[config.mk]
export PLATFORM = sky130hd
export DESIGN_NAME = matrix_stream_loader
export DESIGN_NICKNAME = d
export VERILOG_FILES = /design/src/rtl/matrix_pkg.sv /design/src/rtl/matrix_stream_loader.sv
export SDC_FILE = /design/constraint.sdc
export NUM_CORES = 1
export LEC_CHECK = 0
export ABC_AREA = 1
export CAP_MARGIN = 5
export CORE_ASPECT_RATIO = 1.2
export CORE_MARGIN = 2
export CORE_UTILIZATION = 49
export CTS_BUF_LIST = sky130_fd_sc_hd__clkbuf_16
export CTS_CLUSTER_SIZE = 10
export DETAILED_ROUTE_END_ITERATION = 8
export MAX_ROUTING_LAYER = met4
export PLACE_DENSITY_LB_ADDON = 0.12
export SKIP_LAST_GASP = 1
export SYNTH_ARGS = -nofsm -noshare
export SYNTH_HDL_FRONTEND = slang
export SYNTH_SLANG_ARGS = --single-unit
export TNS_END_PERCENT = 30
[constraint.sdc]
create_clock -name clk -period 3 [get_ports clk]
set_input_delay 0.6 -clock clk [delete_from_list [all_inputs] [get_ports clk]]
set_output_delay 0.6 -clock clk [all_outputs]
set_load 0.02 [all_outputs]
[src/rtl/matrix_pkg.sv]
// Shared definitions for the matrix multiplier front-end: element width,
// loader state encoding and the packed-bus slot offset helper.
package matrix_pkg;

  localparam int ELEM_W = 8;

  typedef enum logic [1:0] {
    LOAD_A  = 2'd0,
    LOAD_B  = 2'd1,
    PRESENT = 2'd2,
    DRAIN   = 2'd3
  } state_t;

  // Bit offset of element slot k within a packed matrix bus.
  function automatic int slot_off(input int k);
    return k * ELEM_W;
  endfunction

endpackage

[src/rtl/matrix_stream_loader.sv]
// Assembles a row-major byte stream (A then B) into packed N*N matrix buses,
// checks frame boundaries with s_last and hands the pair off via valid/ready.
module matrix_stream_loader
  import matrix_pkg::*;
#(
  parameter int N = 2,
  parameter int W = ELEM_W
) (
  input  logic             clk,
  input  logic             rst,
  input  logic             s_valid,
  input  logic [W-1:0]     s_data,
  input  logic             s_last,
  output logic             s_ready,
  input  logic             abort,
  output logic [N*N*W-1:0] mat_a,
  output logic [N*N*W-1:0] mat_b,
  output logic             mat_valid,
  input  logic             mat_ready,
  output logic             err
);

  localparam int NN    = N * N;
  localparam int FRAME = 2 * NN;
  localparam int IW    = (FRAME > 1) ? $clog2(FRAME) : 1;

  localparam logic [IW-1:0] A_END    = IW'(NN - 1);
  localparam logic [IW-1:0] LAST_IDX = IW'(FRAME - 1);

  state_t           state_reg;
  logic [IW-1:0]    idx_reg;
  logic             s_ready_reg;
  logic             mat_valid_reg;
  logic             err_reg;
  logic [NN*W-1:0]  mat_a_reg, mat_a_next;
  logic [NN*W-1:0]  mat_b_reg, mat_b_next;

  logic accept;
  logic early_last;
  logic wr_a;
  logic wr_b;

  // abort suppresses acceptance so nothing is written on an abort cycle.
  assign accept     = s_valid && s_ready_reg && !abort;
  assign early_last = s_last && (idx_reg != LAST_IDX);
  assign wr_a       = accept && (state_reg == LOAD_A) && !early_last;
  assign wr_b       = accept && (state_reg == LOAD_B) && !early_last;

  // Per-slot write muxes: A slots hit at index k, B slots at index k+N*N.
  genvar gi;
  generate
    for (gi = 0; gi < NN; gi++) begin : g_slot
      assign mat_a_next[slot_off(gi) +: W] =
        (wr_a && (idx_reg == IW'(gi))) ? s_data : mat_a_reg[slot_off(gi) +: W];
      assign mat_b_next[slot_off(gi) +: W] =
        (wr_b && (idx_reg == IW'(gi + NN))) ? s_data : mat_b_reg[slot_off(gi) +: W];
    end
  endgenerate

  always_ff @(posedge clk or posedge rst) begin
    if (rst) begin
      state_reg     <= LOAD_A;
      idx_reg       <= '0;
      s_ready_reg   <= 1'b0;
      mat_valid_reg <= 1'b0;
      err_reg       <= 1'b0;
      mat_a_reg     <= '0;
      mat_b_reg     <= '0;
    end else begin
      err_reg   <= 1'b0;
      mat_a_reg <= mat_a_next;
      mat_b_reg <= mat_b_next;
      if (abort) begin
        state_reg     <= LOAD_A;
        idx_reg       <= '0;
        mat_valid_reg <= 1'b0;
        s_ready_reg   <= 1'b1;
      end else begin
        case (state_reg)
          LOAD_A: begin
            s_ready_reg <= 1'b1;
            if (accept) begin
              if (early_last) begin
                err_reg <= 1'b1;
                idx_reg <= '0;
              end else begin
                idx_reg <= idx_reg + IW'(1);
                if (idx_reg == A_END) state_reg <= LOAD_B;
              end
            end
          end
          LOAD_B: begin
            if (accept) begin
              if (early_last) begin
                err_reg   <= 1'b1;
                idx_reg   <= '0;
                state_reg <= LOAD_A;
              end else if (idx_reg == LAST_IDX) begin
                idx_reg <= '0;
                if (s_last) begin
                  state_reg     <= PRESENT;
                  mat_valid_reg <= 1'b1;
                  s_ready_reg   <= 1'b0;
                end else begin
                  err_reg   <= 1'b1;
                  state_reg <= DRAIN;
                end
              end else begin
                idx_reg <= idx_reg + IW'(1);
              end
            end
          end
          PRESENT: begin
            if (mat_ready) begin
              mat_valid_reg <= 1'b0;
              s_ready_reg   <= 1'b1;
              state_reg     <= LOAD_A;
            end
          end
          DRAIN: begin
            s_ready_reg <= 1'b1;
            if (accept && s_last) state_reg <= LOAD_A;
          end
          default: begin
            state_reg <= LOAD_A;
            idx_reg   <= '0;
          end
        endcase
      end
    end
  end

  assign s_ready   = s_ready_reg;
  assign mat_valid = mat_valid_reg;
  assign err       = err_reg;
  assign mat_a     = mat_a_reg;
  assign mat_b     = mat_b_reg;

endmodule

==> metrics <==
Worst Path Arrival=2470 ps; vias in the first global route=2490; total wire length=7530 um; DRT Pass-1 Iters=4; Critical Path Max Stage Delay=370 ps; final setup fails=0; core area=6410 um^2; chip height=92.9 um; count of final hold-check violations=0; post-synthesis mux area share=0%; most frequent cell on the critical path=ha_1; largest fanout on the critical path=16; clk_skew=7.17 ps; fin nets=440; Die ar.=7250 um^2; Yosys Warn Count=0; met3 WL=415 um; pin count of the biggest net entering global routing=38; Max H-tree Level=3; number of max-cap violations=0; slew margin rel.=61.8%; Initial Utilization=50.3%; clock-pin slew on the worst setup and hold paths=60 ps; final HPWL from detailed placement=5210 um; TNS Setup=0 ps; total track usage=23.5%; count leader, synth=nand2_1; net count after synthesis=354; Peak supply drop=0.000533 V; first-pass GRT wire length=12400 um; fill count=550; LEAKAGE=0.00214 uW; register area share after synthesis=55.9%; Yosys top cell area share=55.9%; Hold Crit Start=mat_a[8]$_DFFE_PP0P_; Min Clock Period, post-route=2260 ps; Antenna Diode Count=0; simple-gate share of the synthesized area=25.4%; Syn Std Cell Area=3220 um^2; kind of critical path=reg -> reg; Hold Crit Class=reg -> reg; post-synthesis xor/xnor area fraction=0%; CP Buf/Inv Count=2; TritonCTS clock tree=done; post-CTS sizing=0; post-synthesis compound-gate area fraction=11.0%; via count normalized by instance count=4.95; grt total ovfl=0; worst path required time=3200 ps; worst hold endpoint=mat_a[8]$_DFFE_PP0P_; antenna violations before repair=0; r2r setup slk=740 ps; FF+latch count, synth=72; postcts setup bufs=0; outcome=completed; Synth top cells by count=nand2_1 (123), dfrtp_1 (72), o21ai_1 (23), inv_1 (20), o21ai_0 (17); drt wl/cell=14.8 um; Mapped Avg Cell Area=9.71 um^2; share of synthesized registers carrying an async set or reset=100%; number of CTS-inserted buffers=9; Crit. End Element=flip-flop; # IOs=81; hold buffer count at CTS=0; Max Buffers Root-to-Sink=2; Layout Area Growth over Synthesis=36.4%; FF-to-FF End=mat_a[28]$_DFFE_PP0P_; Synth cell types=26; worst hold stages=2; Routed Antenna Nets=0; share of cells above drive strength 1=13.5%; Placer Congestion=0.867; r2r startpoint=idx_reg[0]$_DFFE_PP0P_; CP Cell Sequence=ha_1, ha_1, inv_1, ha_1, nor2_8, inv_2, nor2_8, nand3_2, nand2_1, o21ai_1; drt initial violations=129; Yosys top cell by area=dfrtp_1; clk sinks=72; Clock Latency Late Sink=330 ps; highest metal layer with signal wires=met4; RSZ-0062 raised after global routing=false; Top FF cell, synth=dfrtp_1; # DRC=0; Design Power=3050 uW; Die Wd=78.1 um; synthesized instance count=332; Clk Tree Root Cell=clkbuf_16; largest family of logic cells by synthesized area=simple AND/OR/NAND/NOR gates; Slew @ Worst Pin=567 ps; Post-synth EDFFs=0; # port buffers=80; worst r2r path cells=10; ranking of synthesized cells by area=dfrtp_1 (56%), nand2_1 (14%), o21ai_2 (4.3%), o21ai_1 (3.6%), ha_1 (3.1%); CP delay by family, top=simple AND/OR/NAND/NOR gates; Final Cycle Share=75.4%; PD cells=692 nW/um^2; WL met2=3730 um; CP startpoint kind=flip-flop; FP Rows=32; Crit-path slowest cell=dfrtp_1; vias=2515; M1 wire length=3260 um; Adder-Cell Fraction of Synth Area=3.10%; fin. max-slew vios=0; fmax=442 MHz
worst reg2reg max path, cell delays in order (launching register included):
cell,delay [ps]
dfrtp_1,370
ha_1,200
ha_1,240
inv_1,110
ha_1,250
nor2_8,170
inv_2,90
nor2_8,170
nand3_2,300
nand2_1,160
o21ai_1,80
final cells by class:
class | count | area (um^2) | share of cell area, %
clock inverters | 7 | 86.3 | 1.96
clock buffers | 9 | 225 | 5.12
well taps | 85 | 106 | 2.42
repair buffers | 82 | 816 | 18.5
multi-input cells | 229 | 1270 | 29.0
inverters | 24 | 90.1 | 2.05
flip-flops and latches | 72 | 1800 | 41.0
report_power, final:
group | total [uW] | switching, uW | internal [uW]
sequential | 1190 | 88.9 | 1100
combinational | 729 | 413 | 317
clock | 1120 | 401 | 721
kinds of logic (layout without fill, tap and decap cells):
kind of cell | Yosys count | after routing
adder cells (fa/ha/maj) | 8 | 8
flip-flops | 72 | 72
AND/OR/NAND/NOR | 163 | 163
buffers and inverters | 31 | 122
AO/OA/AOI/OAI | 58 | 58
placed cells by master (no fill, tap or decap), drive strengths merged:
cell type / netlist / layout
nand2: 130 / 130
clkdlybuf4s50: 0 / 80
dfrtp: 72 / 72
o21ai: 56 / 56
inv: 24 / 26
nor2: 17 / 17
clkbuf: 0 / 9
nand3: 9 / 9
ha: 8 / 8
nand4: 4 / 4
clkinv: 0 / 3
nor3: 2 / 2
bufinv: 0 / 2
buf: 7 / 2
nand3b: 1 / 1
o211ai: 1 / 1
a211oi: 1 / 1
through the flow:
stage	util [%]	instances	hold WS (ps)	instance area [um^2]	setup WS (ps)
finish	68.7	508	475	4400	738
global route	68.7	508	498	4400	501
CTS	68.7	508	480	4400	729
detailed placement	63.8	492	465	4090	515
global placement	63.8	492	459	4090	552
floorplan	-	332	552	3220	575
worst max path at each step:
stage                                       from               endpoint  slack, ps  depth (start not counted)
after CTS                 idx_reg[0]$_DFFE_PP0P_  mat_a[28]$_DFFE_PP0P_        730                         10
after global placement                    s_last  mat_a[24]$_DFFE_PP0P_        550                          8
after floorplan                              rst          err$_DFF_PP0_        580                          1
after global routing      idx_reg[0]$_DFFE_PP0P_  mat_a[29]$_DFFE_PP0P_        500                         10
after detailed placement                  s_last  mat_a[27]$_DFFE_PP0P_        520                          8
final                     idx_reg[0]$_DFFE_PP0P_  mat_a[28]$_DFFE_PP0P_        740                         10
per-layer routing:
layer / vias up / global-route usage [%]
li1: 1238 / -
met1: 1207 / 29.1
met2: 58 / 36.6
met3: 12 / 7.02
met4: 0 / 8.63
met5: - / -
No activity file was read; power rests on OpenSTA's default activity.
